### config.mk
export PLATFORM = sky130hd
export DESIGN_NAME = wb_regfile
export DESIGN_NICKNAME = d
export VERILOG_FILES = /design/src/rtl/mips_pkg.sv /design/src/rtl/wb_regfile_load_scoreboard.sv /design/src/rtl/wb_regfile.sv
export SDC_FILE = /design/constraint.sdc
export NUM_CORES = 2
export LEC_CHECK = 0
export ABC_AREA = 0
export CORE_MARGIN = 2
export CORE_UTILIZATION = 49
export DETAILED_ROUTE_END_ITERATION = 8
export PLACE_DENSITY = 0.66
export SETUP_SLACK_MARGIN = 0.1
export SLEW_MARGIN = 20
export SYNTH_ARGS = -nofsm -noshare
export SYNTH_HDL_FRONTEND = slang
export SYNTH_SLANG_ARGS = --single-unit
### constraint.sdc
create_clock -name clk -period 6.6 [get_ports clk]
set_input_delay 1.32 -clock clk [delete_from_list [all_inputs] [get_ports clk]]
set_output_delay 1.32 -clock clk [all_outputs]
set_load 0.01 [all_outputs]
### src/rtl/mips_pkg.sv
// Shared constants for the MIPS writeback/register-file slice.
// Register 0 is architecturally hard-wired to zero.
package mips_pkg;
    localparam int DATA_W = 32;
    localparam int ADDR_W = 5;
    localparam int NREGS  = 32;
    localparam logic [ADDR_W-1:0] REG_ZERO = {ADDR_W{1'b0}};
endpackage

### src/rtl/wb_regfile_load_scoreboard.sv
// Per-register load-pending scoreboard and load-use hazard detection.
// A load writing back this cycle is not a hazard because the regfile bypass supplies the data.
module load_scoreboard
    import mips_pkg::*;
(
    input  logic              clk,
    input  logic              reset,
    input  logic              issue_valid,
    input  logic              issue_is_load,
    input  logic [ADDR_W-1:0] issue_dest,
    input  logic              wb_reg_write,
    input  logic              wb_mem_to_reg,
    input  logic [ADDR_W-1:0] wb_write_reg,
    input  logic [ADDR_W-1:0] rs_addr,
    input  logic [ADDR_W-1:0] rt_addr,
    output logic              load_stall
);
    logic [NREGS-1:0] r_pending;
    logic [NREGS-1:0] w_pending_next;
    logic             w_set;
    logic             w_clr;
    logic             w_haz_a;
    logic             w_haz_b;

    assign w_set = issue_valid && issue_is_load && (issue_dest != REG_ZERO);
    assign w_clr = wb_reg_write && wb_mem_to_reg && (wb_write_reg != REG_ZERO);

    // Next pending vector; the set is applied after the clear so a new load wins.
    always_comb begin
        w_pending_next = r_pending;
        if (w_clr) begin
            w_pending_next[wb_write_reg] = 1'b0;
        end else begin
            w_pending_next = w_pending_next;
        end
        if (w_set) begin
            w_pending_next[issue_dest] = 1'b1;
        end else begin
            w_pending_next = w_pending_next;
        end
        w_pending_next[0] = 1'b0;
    end

    // Pending-bit register with synchronous clear.
    always_ff @(posedge clk) begin
        if (reset) begin
            r_pending <= {NREGS{1'b0}};
        end else begin
            r_pending <= w_pending_next;
        end
    end

    // Hazard compare on both read ports.
    always_comb begin
        w_haz_a = 1'b0;
        w_haz_b = 1'b0;
        if ((rs_addr != REG_ZERO) && r_pending[rs_addr] &&
            !(w_clr && (wb_write_reg == rs_addr))) begin
            w_haz_a = 1'b1;
        end else begin
            w_haz_a = 1'b0;
        end
        if ((rt_addr != REG_ZERO) && r_pending[rt_addr] &&
            !(w_clr && (wb_write_reg == rt_addr))) begin
            w_haz_b = 1'b1;
        end else begin
            w_haz_b = 1'b0;
        end
    end

    assign load_stall = w_haz_a | w_haz_b;
endmodule

### src/rtl/wb_regfile.sv
// Writeback select, 32-entry register file with write-through read bypass,
// and the load-use scoreboard feeding the hazard/PC logic.
module wb_regfile
    import mips_pkg::*;
(
    input  logic              clk,
    input  logic              reset,
    input  logic [DATA_W-1:0] wb_mem_data,
    input  logic [DATA_W-1:0] wb_alu_data,
    input  logic [ADDR_W-1:0] wb_write_reg,
    input  logic              wb_reg_write,
    input  logic              wb_mem_to_reg,
    input  logic [ADDR_W-1:0] rs_addr,
    input  logic [ADDR_W-1:0] rt_addr,
    output logic [DATA_W-1:0] rs_data,
    output logic [DATA_W-1:0] rt_data,
    output logic [DATA_W-1:0] wb_data,
    input  logic              issue_valid,
    input  logic              issue_is_load,
    input  logic [ADDR_W-1:0] issue_dest,
    output logic              load_stall
);
    logic [DATA_W-1:0] r_regs [NREGS];
    logic [DATA_W-1:0] w_wb_data;

    assign w_wb_data = wb_mem_to_reg ? wb_mem_data : wb_alu_data;
    assign wb_data   = w_wb_data;

    // Register array commit; entry 0 is never written.
    always_ff @(posedge clk) begin
        if (reset) begin
            for (int i = 0; i < NREGS; i++) begin
                r_regs[i] <= {DATA_W{1'b0}};
            end
        end else if (wb_reg_write && (wb_write_reg != REG_ZERO)) begin
            r_regs[wb_write_reg] <= w_wb_data;
        end else begin
            r_regs <= r_regs;
        end
    end

    // Read ports: zero register, then same-cycle writeback bypass, then array.
    always_comb begin
        rs_data = {DATA_W{1'b0}};
        rt_data = {DATA_W{1'b0}};
        if (rs_addr == REG_ZERO) begin
            rs_data = {DATA_W{1'b0}};
        end else if (wb_reg_write && (wb_write_reg == rs_addr)) begin
            rs_data = w_wb_data;
        end else begin
            rs_data = r_regs[rs_addr];
        end
        if (rt_addr == REG_ZERO) begin
            rt_data = {DATA_W{1'b0}};
        end else if (wb_reg_write && (wb_write_reg == rt_addr)) begin
            rt_data = w_wb_data;
        end else begin
            rt_data = r_regs[rt_addr];
        end
    end

    load_scoreboard u_scoreboard (
        .clk           (clk),
        .reset         (reset),
        .issue_valid   (issue_valid),
        .issue_is_load (issue_is_load),
        .issue_dest    (issue_dest),
        .wb_reg_write  (wb_reg_write),
        .wb_mem_to_reg (wb_mem_to_reg),
        .wb_write_reg  (wb_write_reg),
        .rs_addr       (rs_addr),
        .rt_addr       (rt_addr),
        .load_stall    (load_stall)
    );
endmodule

# ---- After elaboration in Yosys (flattened, before gate mapping)
# Cells that the tools add are included.
dict set report totals {
  inputBits 90
  ramBits 0
  romBits 0
  ff_bits 1056
  latch_bits 0
  memories 0
  output_inout_bits 97
  wordCells 103
}
dict set report classes {
  div_mod_pow 0
  n_eq_ne 2
  order_cmp 10
  n_reduce_logical 24
  shifts 0
  mul 0
  addsub 0
  n_bitwise 7
  n_mux 26
}
# cell count
set ops {}
lappend ops {{1024-bit bitwise mux} 1}
lappend ops {{32-bit 2-to-1 mux} 12}
lappend ops {{32-bit binary-select mux with 5-bit select} 2}
lappend ops {{32-bit demux with 5-bit select} 1}
lappend ops {{32-bit AND} 1}
lappend ops {{32-bit inverter} 1}
lappend ops {{32-bit OR} 1}
lappend ops {{5-bit by 6-bit less-than comparator with 1-bit output, second input constant} 4}
lappend ops {{5-bit nonzero test} 4}
lappend ops {{6-bit >= comparator, second input constant} 3}
lappend ops {{5-bit inverter with 6-bit output} 3}
lappend ops {{1-bit logical AND} 16}
lappend ops {{1-bit binary-select mux with 5-bit select} 2}
lappend ops {{1-bit demux with 5-bit select} 2}
lappend ops {{5-bit equality test} 2}
lappend ops {{5-bit by 1-bit >= comparator with 1-bit output, second input constant} 2}
lappend ops {{5-bit zero test} 2}
lappend ops {{6-bit by 1-bit less-than comparator with 1-bit output, second input constant} 1}
lappend ops {{1-bit 2-to-1 mux} 6}
lappend ops {{1-bit zero test} 2}
lappend ops {{1-bit OR} 1}

# ---- Logic depth before layout (Yosys ltp)
dict set report logic_depth {
  depth_word 9
  mapped_depth 10
  mapped_depth_nobuf 5
}

# ---- Hierarchy
# A second synthesis with hierarchy kept.
dict set report hier_totals {
  hier_cells 5242
  hier_area_um2 53948.0
}
# mod n_inst cells_each area_per_inst_um2 seq_area_each_um2
set by_module_without_submodules {}
lappend by_module_without_submodules {wb_regfile 1 5015 51989.9 20499.7}
lappend by_module_without_submodules {load_scoreboard 1 227 1958.1 620.6}

# ---- Least setup slack after synthesis
# OpenSTA, ideal clock, no wires.
dict set report synth_path {
  path_kind {input-to-output}
  startpoint {input port rs_addr[2]}
  endpoint {output port rs_data[2]}
  slack_ns 2.239
  required_time_ns 5.280
  arrival_ns 3.041
  n_path_buf 3
  stages 6
  cell_sequence {buf_4 buf_2 buf_2 mux4_2 mux4_2 a211o_1}
}
dict set report synth_via {
  elab_chain_cells 6
  word_cells_on_any_way 9
  classes_between {eq/ne (1); mux (5); bitwise (1); reduce/logical (2)}
}
# element line
set synth_lines {}
lappend synth_lines {{start, declared} wb_regfile.sv:13} ;# input logic [ADDR_W-1:0] rs_addr,
lappend synth_lines {{5-bit inverter with 6-bit output (implied by the code)} wb_regfile.sv:51} ;# rs_data = r_regs[rs_addr];
lappend synth_lines {{32-bit binary-select mux with 5-bit select} wb_regfile.sv:51}
lappend synth_lines {{32-bit 2-to-1 mux (implied by the code) (2 in a row)} wb_regfile.sv:51}
lappend synth_lines {{32-bit 2-to-1 mux} wb_regfile.sv:48} ;# end else if (wb_reg_write && (wb_write_reg == rs_addr)) begin
lappend synth_lines {{32-bit 2-to-1 mux *} wb_regfile.sv:46} ;# if (rs_addr == REG_ZERO) begin
lappend synth_lines {{end, declared} wb_regfile.sv:15} ;# output logic [DATA_W-1:0] rs_data,
# Every way passes the cells marked *; elsewhere a longest branch is shown, timed or not. The select of a mux whose other input is x is not followed.

# ---- Final worst setup path
dict set report layout_path {
  startpoint {input port rt_addr[4]}
  endpoint {output port rt_data[26]}
}
dict set report layout_via {
  elab_chain_cells 6
  word_cells_on_any_way 9
  classes_between {eq/ne (1); mux (5); bitwise (1); reduce/logical (2)}
}
# element line
set layout_lines {}
lappend layout_lines {{start, declared} wb_regfile.sv:14} ;# input logic [ADDR_W-1:0] rt_addr,
lappend layout_lines {{5-bit inverter with 6-bit output (implied by the code)} wb_regfile.sv:58} ;# rt_data = r_regs[rt_addr];
lappend layout_lines {{32-bit binary-select mux with 5-bit select} wb_regfile.sv:58}
lappend layout_lines {{32-bit 2-to-1 mux (implied by the code) (2 in a row)} wb_regfile.sv:58}
lappend layout_lines {{32-bit 2-to-1 mux} wb_regfile.sv:55} ;# end else if (wb_reg_write && (wb_write_reg == rt_addr)) begin
lappend layout_lines {{32-bit 2-to-1 mux *} wb_regfile.sv:53} ;# if (rt_addr == REG_ZERO) begin
lappend layout_lines {{end, declared} wb_regfile.sv:16} ;# output logic [DATA_W-1:0] rt_data,
# Marks and branches as above.

==> results.cfg <==
[sta]
setup_viol_count_final = 0
fin_crit_sh = 0.994
worst_pin_slew_ps = 1290
max_freq_ghz = 0.152
setup_tns_ps = 0
rsz0062_at_grt = no
worst_hold_slack_ps = 481
drv_slew = 0
slew_headroom = 0.139
hold_viol = 0
fin_skew_ps = 0
fin_crit_ps = 6560

[place]
port_buffers = 186
place_congestion = 0.985
dpl_cell_area_sq_mm = 0.0570
dp_hpwl_microns = 128000

[power_and_ir_drop]
p_leak_nw = 19.5
pwr-share-seq = 0.449
internal_power_mw = 10.6
switching_share = 0.266
power.clock.fraction = 0.433
p_per_area_mw_per_mm2 = 239
max-vdd-ir-drop_mv = 0.259
power_frac_comb = 0.117
p_sw_mw = 3.86

[route]
ant_nets = 0
routed_via_density = 6.89
drtIter0Drc = 6108
wl_microns = 202000
vias = 44800
drtPass1Iterations = 6
remaining_drc_errors = 0
route.detailed.wl_per_inst_microns = 31.0

[clock_tree]
htreeDepth = 3
cts_tree = built
cts_inserted_buffers = 110
worstSkewPairLatency_ps = 680
root_buffer = clkbuf_16
cts_hold_buf = 0
cts_resized = 0
cts_num_sinks = 1055
clkTransAtPathRegs_ps = 60
cts_max_path_buffers = 3
cts_setup_buffers = 0

[outcome]
status = completed

[global_routing]
grt_max_degree = 214
grt-ovfl-total = 0
gr-usage-all-layers = 0.352
grt_antenna_before_repair = 21
grt_pass1_vias = 42100
grt_pass1_wl_microns = 292000

[synth]
ys_types = 65
synth-async-reset-ratio = 0
yosys.area.top_type = dfxtp_1
syn_area_sq_mm = 0.0539
syn_avg_cell_area_sq_um = 10.5
ys_warn_count = 0
synth_area_leaders = dfxtp_1 39%, mux4_2 20%, a211oi_1 15%
synth_top_area_frac = 0.392
ys.flop_type = dfxtp_1
syn_inst = 5124
synth-edff-count = 0
yosys-top-cells-count = 1122 x nor2_1, 1069 x a211oi_1, 1055 x dfxtp_1
ys_ff_latch = 1055
synth.most_common_cell = nor2_1
synth_nets = 5214
synth.yosys.seq_area_share = 0.392

[setup_path]
crit_arrival_ps = 5240
reg2reg_depth = 2
critPathKind = input pin to output pin
cp_data_required_time_ps = 5280
r2r-end = r_regs[617]
worstReg2RegStart = r_regs[617]
critPathLaunchType = input pin
r2r_slack_ps = 5780
worst-path-max-fanout = 22
crit_path_end_kind = output pin

[worst_hold_path]
holdPathEnd = r_regs[1016]
min_delay_path_depth = 1
min-delay-start = r_regs[1016]
hold_path.class = register to register

[final_layout]
fillers = 9196
final_area_sq_mm = 0.0607
drive_gt1_frac = 0.203
area_delta_synth_final_pct = 12.6
layout.nets = 5082

[floorplanning]
core_area_sq_mm = 0.109
die_area_sq_mm = 0.113
die_y_microns = 336
io_pins = 187
fp-row-count = 121
start_util = 0.494
die_x_microns = 336

[run]
cap_violations = 0
kinds of logic after synthesis:
logic type / Yosys count / share of synthesized area
xor gates and xnor gates: 10 / 0.00163
muxes: 754 / 0.266
AOI/OAI and AO/OA: 1281 / 0.178
DFF: 1055 / 0.392
buffers and inverters: 684 / 0.0628
and+or+nand+nor: 1340 / 0.0994
cells in the final DEF, fill, tap and decap left out, drive strengths merged, types with 7 or more instances in the layout:
cell type and instances:
nor2 1122, a211oi 1073, dfxtp 1055, mux4 520, buf 226, clkdlybuf4s50 174
mux2i 170, clkbuf 165, nand2 94, mux2 64, o22ai 52, inv 42
nor2b 40, a22oi 32, clkinv 31, nand3 24, a21oi 22, a2111oi 21
a221o 18, o21ai 17, nor3 16, a221oi 14, diode 12, xnor2 10
nand3b 8, o211ai 7, o221ai 7
power groups by stage:
stage               logic, mW  clock network (mW)  registers, mW
CTS                      1.65                6.28           6.50
global placement         1.64                   0           6.64
global route             1.75                6.55           6.51
finish                   1.70                6.28           6.51
detailed placement       1.65                   0           6.64
floorplan               0.985                   0           6.63
critical path, cell delays in order:
cell and delay (ps):
buf_2 670, nand3b_2 620, o22ai_1 170, a2111oi_0 900, buf_4 230, nor3_1 120
a211oi_2 510, clkdlybuf4s50_1 640
flip-flops by register name, indices dropped and copies added, names as in the netlist:
| register | flops |
|---|---|
| u_scoreboard.r_pending | 31 |
| r_regs | 1024 |
area by class of cell:
type | instances | area (sq um) | area share
timing repair buffer | 400 | 3950 | 0.0650
antenna | 12 | 30.0 | 0.000495
inverter | 40 | 150 | 0.00247
sequential | 1055 | 21100 | 0.348
tap | 1414 | 1770 | 0.0292
clock buffer | 165 | 3280 | 0.0541
clock inverter | 37 | 323 | 0.00532
multi-input combinational | 3385 | 30000 | 0.495
metrics by stage:
step                      setup WS, ps  std cells  power, mW   util
after global placement             341       6294       8.28  0.523
final                             39.9       6508       14.5  0.557
after detailed placement           364       6294       8.29  0.523
after CTS                          354       6496       14.4  0.556
after global routing               196       6498       14.8  0.556
after floorplan                   2240       5124       7.61      -
worst max path at each step:
stage / start / end / slack, ps / depth (start not counted)
after global placement: wb_write_reg[4] / rt_data[16] / 340 / 7
after CTS: wb_write_reg[4] / rt_data[4] / 350 / 8
after floorplan: rs_addr[2] / rs_data[2] / 2240 / 6
after detailed placement: rt_addr[4] / rt_data[26] / 360 / 8
final: rt_addr[4] / rt_data[26] / 40 / 8
after global routing: wb_write_reg[1] / rt_data[4] / 200 / 8
per-layer routing:
layer | share of wire | vias up | global-route usage
li1 | - | 19200 | -
met1 | 0.38 | 22000 | 0.459
met4 | 0.063 | 28 | 0.198
met2 | 0.42 | 2941 | 0.512
met5 | 0.0014 | - | 0
met3 | 0.13 | 650 | 0.117
(Power assumes the default switching activity.)
